===== src/rtl/arms_fetch_stage.sv =====
// arms_fetch_stage -- instruction fetch and IF/ID pipeline register (ARMS LEGv8).
//
// Owns the PC and drives it on iaddrbus. Instruction memory is combinational:
// ibus carries the word for the current iaddrbus. Each unstalled edge loads
// IF/ID with that word and its address. Decode can stall (hold everything) or
// redirect the PC to branch_target. fetch_count is a saturating count of valid
// instructions loaded into IF/ID.
//
// Ports:
//   clk           in   rising-edge clock
//   reset         in   asynchronous, active-low reset
//   ibus          in   instruction at iaddrbus
//   iaddrbus      out  current PC (registered)
//   stall         in   hold PC, IF/ID and fetch_count
//   branch_taken  in   redirect PC to branch_target (ignored while stalled)
//   branch_target in   redirect address, low two bits dropped
//   if_id_instr   out  instruction handed to decode (0 for a bubble)
//   if_id_pc      out  address of if_id_instr
//   if_id_valid   out  1 = real instruction, 0 = bubble
//   fetch_count   out  saturating count of valid IF/ID loads
//
// Build option: define ARMS_FETCH_DELAY_SLOT_EN for a branch delay slot (the
// instruction fetched alongside a taken branch is kept and counted). Undefined,
// that wrong-path fetch is replaced with a bubble.

module arms_fetch_stage #(
    parameter int unsigned       ADDR_W   = 64,
    parameter int unsigned       INSTR_W  = 32,
    parameter logic [ADDR_W-1:0] RESET_PC = '0,
    parameter int unsigned       CNT_W    = 32
) (
    input  logic               clk,
    input  logic               reset,
    input  logic [INSTR_W-1:0] ibus,
    output logic [ADDR_W-1:0]  iaddrbus,
    input  logic               stall,
    input  logic               branch_taken,
    input  logic [ADDR_W-1:0]  branch_target,
    output logic [INSTR_W-1:0] if_id_instr,
    output logic [ADDR_W-1:0]  if_id_pc,
    output logic               if_id_valid,
    output logic [CNT_W-1:0]   fetch_count
);

`ifdef ARMS_FETCH_DELAY_SLOT_EN
    localparam bit DELAY_SLOT = 1'b1;
`else
    localparam bit DELAY_SLOT = 1'b0;
`endif

    // Instructions are word aligned, so a misaligned reset vector is truncated.
    localparam logic [ADDR_W-1:0] RESET_PC_ALIGNED = {RESET_PC[ADDR_W-1:2], 2'b00};

    logic [ADDR_W-1:0]  pc;
    logic [ADDR_W-1:0]  pc_next;
    logic [INSTR_W-1:0] instr_next;
    logic [ADDR_W-1:0]  id_pc_next;
    logic               valid_next;
    logic               load_valid;
    logic [CNT_W-1:0]   cnt_next;

    assign iaddrbus = pc;

    always_comb begin
        pc_next    = pc;
        instr_next = if_id_instr;
        id_pc_next = if_id_pc;
        valid_next = if_id_valid;
        load_valid = 1'b0;
        cnt_next   = fetch_count;

        if (!stall) begin
            id_pc_next = pc;
            if (branch_taken) begin
                pc_next    = {branch_target[ADDR_W-1:2], 2'b00};
                instr_next = DELAY_SLOT ? ibus : '0;
                valid_next = DELAY_SLOT;
            end else begin
                pc_next    = pc + ADDR_W'(4);
                instr_next = ibus;
                valid_next = 1'b1;
            end
            load_valid = valid_next;
        end

        // Saturate instead of wrapping.
        if (load_valid && (fetch_count != '1)) begin
            cnt_next = fetch_count + CNT_W'(1);
        end
    end

    always_ff @(posedge clk or negedge reset) begin
        if (!reset) begin
            pc          <= RESET_PC_ALIGNED;
            if_id_instr <= '0;
            if_id_pc    <= '0;
            if_id_valid <= 1'b0;
            fetch_count <= '0;
        end else begin
            pc          <= pc_next;
            if_id_instr <= instr_next;
            if_id_pc    <= id_pc_next;
            if_id_valid <= valid_next;
            fetch_count <= cnt_next;
        end
    end

endmodule


===== config.mk =====
export PLATFORM = sky130hd
export DESIGN_NAME = arms_fetch_stage
export DESIGN_NICKNAME = d
export VERILOG_FILES = /design/src/rtl/arms_fetch_stage.sv
export SDC_FILE = /design/constraint.sdc
export NUM_CORES = 1
export LEC_CHECK = 0
export BUFFER_PORTS_ARGS = -buffer_cell sky130_fd_sc_hd__buf_2
export CELL_PAD_IN_SITES_DETAIL_PLACEMENT = 0
export CELL_PAD_IN_SITES_GLOBAL_PLACEMENT = 1
export CORE_MARGIN = 8
export CORE_UTILIZATION = 42
export CTS_CLUSTER_DIAMETER = 200
export CTS_CLUSTER_SIZE = 40
export DETAILED_ROUTE_END_ITERATION = 8
export HOLD_SLACK_MARGIN = 0.08
export PLACE_DENSITY_LB_ADDON = 0.05
export SYNTH_ARGS = -nofsm -noshare
export SYNTH_HDL_FRONTEND = slang
export SYNTH_SLANG_ARGS = --single-unit

===== constraint.sdc =====
create_clock -name clk -period 5.27 [get_ports clk]
set_clock_uncertainty 0.05 [all_clocks]
set_input_delay 1.054 -clock clk [delete_from_list [all_inputs] [get_ports clk]]
set_output_delay 1.054 -clock clk [all_outputs]
set_load 0.01 [all_outputs]

==> flow_summary.toml, run 1 <==
[logic_synthesis]
syn_inst = 973
synth_area_leader_cell = "dfrtp_1"
synth-async-reset-ratio_pct = 100
syn_area_sq_um = 9480
yosysWarnings = 0
yosys-top-cells-count = "dfrtp_1 (189), nand2_1 (130), o21ai_0 (80), nand4_1 (63), mux2_2 (58)"
ys_types = 59
synth_edf_count = 0
synthTopCellsByArea = "dfrtp_1 (50%), mux2_2 (6.9%), nand2_1 (5.1%), o21ai_0 (4.2%), nand4_1 (4.2%)"
synth.most_common_cell = "dfrtp_1"
ys.flop_type = "dfrtp_1"
synth_top_area_share_pct = 49.9
synth.avg_cell_area_sq_um = 9.75
ys_ff_latch = 189
synth-seq-area-share_pct = 49.9

[sta]
fmax_mhz = 313
rsz0062_at_grt = "no"
fin_crit_sh_pct = 60.7
slew_headroom_pct = 25.8
fin_crit_ns = 3.20
setup-violations-final = 0
hold_viol_final = 0
finalMaxSlewViolations = 0
tightestPinTransition_ns = 1.11
tns_ns = 0

[setup_path]
setup.worst_path.class = "input port to flip-flop"
critPathCaptureType = "flip-flop"
critical_path.top_delay_family = "buffers and inverters"
worstPathArrival_ns = 3.51
worstSetupStartpoint = "branch_taken"
crit_chain = "buf_2 -> inv_2 -> nor2_1 -> buf_4 -> a22oi_1 -> o21ai_0 -> mux2_2"
r2r_end = "iaddrbus[56]$_DFFE_PN0N_"
max_stage_delay_ns = 0.71
critPathBufInv = 3
r2r_slack_ns = 2.51
r2r_start = "iaddrbus[2]$_DFFE_PN0N_"
cp-start-kind = "input port"
cp_slowest_cell = "nor2_1"
reg2reg_depth = 6
endpoint = "iaddrbus[46]$_DFFE_PN0N_"
cp.depth = 7
cp_max_fo = 33
required_ns = 5.58

[route]
dr_total_vias = 8534
post_drt_wl_per_cell_microns = 20.4
drtIter0Drc = 668
ant_nets = 0
drt_pre_antenna_iters = 5
viasPerCell = 5.63
remaining_drc_errors = 0
drt-total-wl_microns = 30900

[floorplan]
die_area_sq_um = 27600
num_rows = 55
core_sq_um = 22400
initial_core_util_pct = 42.3
dieHeight_microns = 166
die_w_microns = 166
io_pins = 293

[min_path]
hold_class = "flip-flop to flip-flop"

[clock_tree]
cts_resized = 0
ctsLongestPathBuffers = 2
cts_made_buffers = 17
path_clk_slew_ns = 0.07
root_buffer = "clkbuf_16"
cts_tree = "yes"
worstSkewPairLatency_ns = 0.43
cts.sinks = 189
cts_max_level = 4
cts_hold_buf = 0
post-cts-setup-buffers = 0

[global_route]
grt_pass1_wl_microns = 49400
grt_usage_pct = 22.2
antenna_found_initial = 5
grt_pass1_vias = 8582
grt_max_degree = 108
grt_overflow_total = 0

[finish]
area_delta_synth_final_pct = 23.6
multiInputGateArea_sq_um = 4420
fillers = 2175
final_core_util_pct = 52.2
drive_above_1_share_pct = 32.5
nNetsFinal = 1320
seqCellArea_sq_um = 4730

[power]
ir_drop_mv = 0.192
cellLeakagePower_uw = 0.00534
power_density_nw_per_um2 = 352

[placement]
port_buffers = 286
place.gp.congestion = 0.846
dp.final_hpwl_microns = 21900

[flow_run]
maxCapViolCount = 0

[outcome]
status = "finished clean"
-- how the worst min path moves through the flow --
stage / slack [ns] / cells past startpoint / to / start
after floorplan: 0.46 / 2 / if_id_pc[48]$_DFFE_PN0N_ / if_id_pc[48]$_DFFE_PN0N_
after global placement: 0.40 / 2 / if_id_pc[48]$_DFFE_PN0N_ / if_id_pc[48]$_DFFE_PN0N_
after detailed placement: 0.41 / 2 / if_id_valid$_DFFE_PN0N_ / if_id_valid$_DFFE_PN0N_
after CTS: 0.43 / 2 / if_id_pc[48]$_DFFE_PN0N_ / if_id_pc[48]$_DFFE_PN0N_
after global routing: 0.45 / 2 / if_id_instr[22]$_DFFE_PN0N_ / if_id_instr[22]$_DFFE_PN0N_
final: 0.42 / 2 / if_id_pc[48]$_DFFE_PN0N_ / if_id_pc[48]$_DFFE_PN0N_
-- layout by cell type, fill, tap and decap left out, types with 6 or more instances in the layout --
cell type / count
a21oi_1: 25
a22oi_1: 24
a31oi_1: 6
and2_1: 10
and3_1: 16
and4_1: 6
buf_2: 284
buf_4: 9
clkbuf_16: 17
dfrtp_1: 189
inv_1: 10
mux2_2: 58
mux2i_1: 12
nand2_1: 130
nand3_1: 55
nand4_1: 63
nor2_1: 44
nor2b_1: 7
nor3_1: 22
nor4_1: 24
o211ai_1: 9
o21ai_0: 80
or3_1: 8
or4_1: 8
xnor2_1: 28
-- where the power goes --
part,total (uW),leakage (uW),switching (uW),internal (uW)
combinational,794,0.00272,441,353
clock,1440,0.000312,597,846
sequential,1890,0.00231,242,1650
-- flip-flops by register name, indices dropped and copies added, names as in the netlist --
register	count
iaddrbus	62
if_id_valid	1
if_id_pc	62
fetch_count	32
if_id_instr	32
-- per-layer routing --
metal  global-route usage, %  vias up  share of wire, %
met5                       0        -              0.14
met4                    5.52        8               1.4
met3                    6.09       37               6.8
met2                    37.4      304                50
met1                    27.7     4124                42
li1                        -     4061                 -
-- per-stage QoR --
| stage | power (uW) | cells | hold WS, ns | instance area (sq um) | worst slack [ns] |
|---|---|---|---|---|---|
| after global placement | 2710 | 1484 | 0.402 | 11100 | 1.63 |
| after floorplan | 2300 | 976 | 0.459 | 9490 | 2.64 |
| after global routing | 4330 | 1515 | 0.453 | 11700 | 1.88 |
| final | 4130 | 1515 | 0.425 | 11700 | 2.07 |
| after CTS | 4170 | 1514 | 0.431 | 11700 | 2.04 |
| after detailed placement | 2730 | 1484 | 0.411 | 11100 | 1.59 |
-- cell families (layout without fill, tap and decap cells) --
| group | count (synthesis) | count (layout) | share of synthesized area, % |
|---|---|---|---|
| XOR/XNOR | 31 | 31 | 2.86 |
| multiplexers | 70 | 70 | 8.15 |
| AO/OA/AOI/OAI | 182 | 182 | 12.2 |
| adder cells (fa/ha/maj) | 2 | 2 | 0.264 |
| flip-flops | 189 | 189 | 49.9 |
| buffers and inverters | 84 | 337 | 3.67 |
| other | 1 | 5 | 0.0395 |
| AND/OR/NAND/NOR | 414 | 414 | 23.0 |
-- worst min-delay path, cell delays in order, from the launching register on --
cell     delay [ns]
dfrtp_1        0.34
nand2_1        0.06
nand2_1        0.05
-- area by class of cell --
cell class | count | share of cell area, %
clock inverter | 12 | 1.77
antenna | 1 | 0.0214
tap | 285 | 3.04
timing repair buffer | 296 | 13.1
sequential | 189 | 40.4
inverter | 11 | 0.352
clock buffer | 18 | 3.66
multi-input combinational | 703 | 37.7
No activity file was read; power rests on OpenSTA's default activity.
==> inputs of run 2 (changes only) <==
CORE_UTILIZATION = 35   (was 42)
clock period = 2.7 ns   (was 5.27 ns; I/O delays follow)
==> flow_summary.toml, run 2 (synthesis results as in run 1) <==
[outcome]
status = "finished clean"

[route]
drtIter0Drc = 424
viasPerCell = 5.38
drt-total-wl_microns = 33100
dr_total_vias = 8676
drt_pre_antenna_iters = 6
post_drt_wl_per_cell_microns = 20.6
ant_nets = 0
remaining_drc_errors = 0

[global_route]
grt_pass1_wl_microns = 51700
grt_usage_pct = 19.8
antenna_found_initial = 5
grt_pass1_vias = 8768
grt_max_degree = 146
grt_overflow_total = 0

[setup_path]
cp_max_fo = 7
max_stage_delay_ns = 0.47
worst_path_most_repeated_cell = "nand4_1"
setup.worst_path.class = "flip-flop to flip-flop"
worstPathArrival_ns = 2.61
crit_chain = "nand4_1 -> buf_4 -> nor4_4 -> nand4_1 -> or4_1 -> nand3_1"
cp_slowest_cell = "or4_1"
cp-start-kind = "flip-flop"
critPathCaptureType = "flip-flop"
required_ns = 3.02

[flow_run]
maxCapViolCount = 0

[power]
ir_drop_mv = 0.345
power.share.sequential_pct = 46.4
p_clk_share_pct = 31.7
comb_power_share_pct = 21.9
p_int_uw = 5220
switchingPower_uw = 2600
power_uw = 7820
swShare_pct = 33.3
cellLeakagePower_uw = 0.00553
power_density_nw_per_um2 = 647

[sta]
setup-violations-final = 0
hold_viol_final = 0
tightestPinTransition_ns = 0.665
slew_headroom_pct = 55.6
fin_crit_sh_pct = 84.9
fmax_mhz = 436
finalMaxSlewViolations = 0
fin_crit_ns = 2.29
tns_ns = 0
rsz0062_at_grt = "no"

[finish]
final_area_sq_um = 12100
layout_commonest_cell = "buf_2"
fillers = 2738
drive_above_1_share_pct = 34.8
final_cell_mix = "buf_2 (284), dfrtp_1 (189), nand2_1 (130)"
diodes = 0
seqCellArea_sq_um = 4730
nNetsFinal = 1360
multiInputGateArea_sq_um = 4420
area_delta_synth_final_pct = 27.5

[clock_tree]
cts.sinks = 189
cts_max_level = 4
root_buffer = "clkbuf_16"
cts_made_buffers = 17
cts_hold_buf = 0
cts_tree = "yes"
cts_resized = 0
post-cts-setup-buffers = 0
ctsLongestPathBuffers = 2
worstSkewPairLatency_ns = 0.44
path_clk_slew_ns = 0.08

[placement]
dp.final_hpwl_microns = 24000
port_buffers = 286
place_area_sq_um = 11500
place.gp.congestion = 0.814

[floorplan]
initial_core_util_pct = 35.4
io_pins = 293
dieHeight_microns = 181
die_w_microns = 181
die_area_sq_um = 32600
num_rows = 60
core_sq_um = 26800

[min_path]
hold_class = "input port to async pin"
[run 2: cell count changes in the layout (fill, tap and decap cells not counted), sizes merged]
cell    before  now
buf        295  335
bufinv       5    0
clkinv       3    8
clkbuf      19   20
diode        1    0
inv         15   16
[run 2: power groups by stage]
stage / combinational (uW) / sequential [uW] / clock (uW)
after floorplan: 722 / 3770 / 0
after global placement: 1750 / 3670 / 0
after detailed placement: 1750 / 3680 / 0
after CTS: 1760 / 3630 / 2580
after global routing: 1890 / 3700 / 2670
final: 1720 / 3630 / 2480
[run 2: cell type report]
cell class	count	share of cell area, %
sequential	189	39.1
multi-input combinational	703	36.5
timing repair buffer	336	15.8
clock buffer	19	3.66
tap	341	3.53
clock inverter	13	1.03
inverter	11	0.341
[run 2: path summary, 6_finish.rpt]
check | from | end | slack [ns] | cells past startpoint
worst min-delay path | reset | if_id_instr[2]$_DFFE_PN0N_ | 0.08 | 1
worst min register to register | if_id_instr[21]$_DFFE_PN0N_ | if_id_instr[21]$_DFFE_PN0N_ | 0.43 | 2
min in group clk | branch_target[36] | iaddrbus[36]$_DFFE_PN0N_ | 0.28 | 3
worst max-delay path | iaddrbus[2]$_DFFE_PN0N_ | iaddrbus[43]$_DFFE_PN0N_ | 0.41 | 6
max in group asynchronous | reset | fetch_count[25]$_DFFE_PN0P_ | 1.81 | 2
worst max register to register | iaddrbus[2]$_DFFE_PN0N_ | iaddrbus[43]$_DFFE_PN0N_ | 0.41 | 6
[run 2: metrics by stage]
step | setup slack, ns | util (%) | cells | hold WS (ns)
final | 0.407 | 45.1 | 1612 | 0.0800
after global routing | 0.211 | 45.1 | 1612 | 0.116
after CTS | 0.377 | 45.1 | 1612 | 0.0947
after detailed placement | 0.417 | 43.0 | 1580 | 0.413
after global placement | 0.429 | 43.0 | 1580 | 0.411
after floorplan | 0.588 | - | 976 | 0.194
[run 2: worst max-delay path: cells and delay by family, from the launching register on]
family | cells | cell delay, ns
buf+inv | 1 | 0.24
flops | 1 | 0.45
simple gates | 5 | 1.48
[run 2: metal layers]
metal,vias up,share of wire [%],wire (microns),GRT usage (%)
li1,4141,-,-,-
met1,4260,44,14700,25.0
met2,232,49,16100,33.6
met3,33,5.4,1780,4.76
met4,10,1.4,461,5.06
met5,-,0.17,57,0
==> inputs of run 3 (changes only) <==
ABC_AREA = 1   (was default)
CORE_UTILIZATION = 37   (was 35)
clock period = 2.3 ns   (was 2.7 ns; I/O delays follow)
==> flow_summary.toml, run 3 <==
[outcome]
status = "finished clean"

[logic_synthesis]
synth_top_area_share_pct = 44.7
ys.flop_type = "dfrtp_1"
synth-async-reset-ratio_pct = 100
synth_edf_count = 0
muxShareOfSynthArea_pct = 0
synth_compound_area_share_pct = 8.94
yosys.area_share.adder_pct = 0.236
synthXorXnorAreaFrac_pct = 3.39
syn_area_sq_um = 10600
synthTopCellsByArea = "dfrtp_1 (45%), nand2_1 (23%), nor2_1 (5.8%), o21ai_0 (3.8%), inv_1 (3.7%)"
synth.most_common_cell = "nand2_1"
ys_types = 36
synth_area_leader_cell = "dfrtp_1"
ys_ff_latch = 189
yosysWarnings = 0
synth.avg_cell_area_sq_um = 7.06
synth-simple-area-share_pct = 36.4
synth_top_family_by_area = "simple AND/OR/NAND/NOR gates"
yosys-top-cells-count = "nand2_1 (643), dfrtp_1 (189), nor2_1 (164), inv_1 (104), o21ai_0 (81)"
syn_inst = 1500
synth-seq-area-share_pct = 44.7

[clock_tree]
ctsLongestPathBuffers = 2
cts.sinks = 189
root_buffer = "clkbuf_16"
cts_max_level = 4
cts_made_buffers = 17
post-cts-setup-buffers = 0
worstSkewPairLatency_ns = 0.45
path_clk_slew_ns = 0.08
cts_tree = "yes"

[sta]
finalMaxSlewViolations = 0
tns_ns = 0
rsz0062_at_grt = "no"
fmax_mhz = 477
hold_viol_final = 0
tightestPinTransition_ns = 0.799
fin_crit_ns = 2.10
fin_crit_sh_pct = 91.1
setup_slack_ns = 0.204
setup-violations-final = 0
slew_headroom_pct = 46.7

[placement]
place.gp.congestion = 0.908
place_area_sq_um = 12700
dp.final_hpwl_microns = 30800
place_inst = 2167
port_buffers = 286
preCtsSetupSlack_ns = 0.151

[finish]
area_delta_synth_final_pct = 26.2
fillers = 3065
layout_commonest_cell = "nand2_1"
multiInputGateArea_sq_um = 5210
seqCellArea_sq_um = 4730
drive_above_1_share_pct = 22.4
nNetsFinal = 1905
final_cell_mix = "nand2_1 (643), buf_2 (284), dfrtp_1 (189)"
final_area_sq_um = 13400
final_cells = 2202

[route]
drt-total-wl_microns = 40000
post_drt_wl_per_cell_microns = 18.2
remaining_drc_errors = 0
drt_pre_antenna_iters = 7
viasPerCell = 4.78
dr_total_vias = 10532
ant_nets = 0
drtIter0Drc = 625

[setup_path]
setup.worst_path.class = "flip-flop to flip-flop"
r2r_slack_ns = 0.20
max_stage_delay_ns = 0.39
cp_slowest_cell = "dfrtp_1"
required_ns = 2.59
cp_max_fo = 6
worst_path_most_repeated_cell = "nand2_1"
crit_chain = "ha_1 -> nand2_1 -> nor2_2 -> nand2_2 -> nor2_4 -> nand2_2 -> o21ai_1 -> nand3_1 -> nand2_1 -> nand2_1"
critPathBufInv = 0
cp-start-kind = "flip-flop"
critical_path.top_delay_family = "simple AND/OR/NAND/NOR gates"
worstPathArrival_ns = 2.39
critPathCaptureType = "flip-flop"

[global_route]
grt_max_degree = 192
grt_usage_pct = 23.5
grt_pass1_wl_microns = 61800
antenna_found_initial = 7
grt_pass1_vias = 10659
grt_overflow_total = 0

[flow_run]
maxCapViolCount = 0

[min_path]
hold_class = "input port to flip-flop"

[floorplan]
initial_core_util_pct = 37.2
core_sq_um = 28500
die_area_sq_um = 34300
die_w_microns = 185
io_pins = 293
dieHeight_microns = 185
num_rows = 62

[power]
power_density_nw_per_um2 = 705
power_uw = 9430
cellLeakagePower_uw = 0.00705
ir_drop_mv = 0.449
[run 3: per-layer routing]
metal	global-route usage (%)	wire length, microns
met1	29.1	17300
met2	40.1	19400
met3	6.06	2470
met4	6.75	805
met5	0	55
[run 3: cells by family after synthesis]
kind of cell,after synthesis
AO/OA/AOI/OAI,156
flip-flops,189
AND/OR/NAND/NOR,946
XOR/XNOR,41
other,1
adder cells (fa/ha/maj),2
buffers and inverters,165
[run 3: cell type report]
| type | instances | share of cell area, % |
|---|---|---|
| well taps | 384 | 3.59 |
| diodes | 3 | 0.0562 |
| multi-input cells | 1149 | 39.0 |
| inverters | 111 | 3.12 |
| clock buffers | 18 | 3.29 |
| repair buffers | 335 | 14.3 |
| flip-flops and latches | 189 | 35.4 |
| clock inverters | 13 | 1.26 |
[run 3: through the flow]
step | hold slack, ns | utilization, %
finish | 0.173 | 47.0
global route | 0.168 | 46.9
floorplan | 0.114 | -
global placement | 0.406 | 44.7
CTS | 0.153 | 46.9
detailed placement | 0.409 | 44.7
[run 3: path summary, 6_finish.rpt]
| path | start | to | cells past startpoint |
|---|---|---|---|
| min in group asynchronous | reset | if_id_pc[29]$_DFFE_PN0N_ | 2 |
| setup / recovery | iaddrbus[3]$_DFFE_PN0N_ | iaddrbus[54]$_DFFE_PN0N_ | 10 |
| setup reg to reg | iaddrbus[3]$_DFFE_PN0N_ | iaddrbus[54]$_DFFE_PN0N_ | 10 |
| hold reg to reg | if_id_pc[38]$_DFFE_PN0N_ | if_id_pc[38]$_DFFE_PN0N_ | 2 |
| max in group asynchronous | reset | fetch_count[15]$_DFFE_PN0P_ | 3 |
| hold / removal | ibus[29] | if_id_instr[29]$_DFFE_PN0N_ | 2 |
[run 3: repair_timing]
item | CTS | global route
setup endpoints to repair | 0 | 1
hold buffers | 1 | 0
resized for setup | 0 | 1
hold endpoints to repair | 52 | 0
[run 3: report_power, final]
part / switching, uW / leakage (uW) / internal [uW] / total (uW)
sequential: 382 / 0.00236 / 3710 / 4100
combinational: 1320 / 0.00440 / 814 / 2130
clock: 1520 / 0.000301 / 1680 / 3200
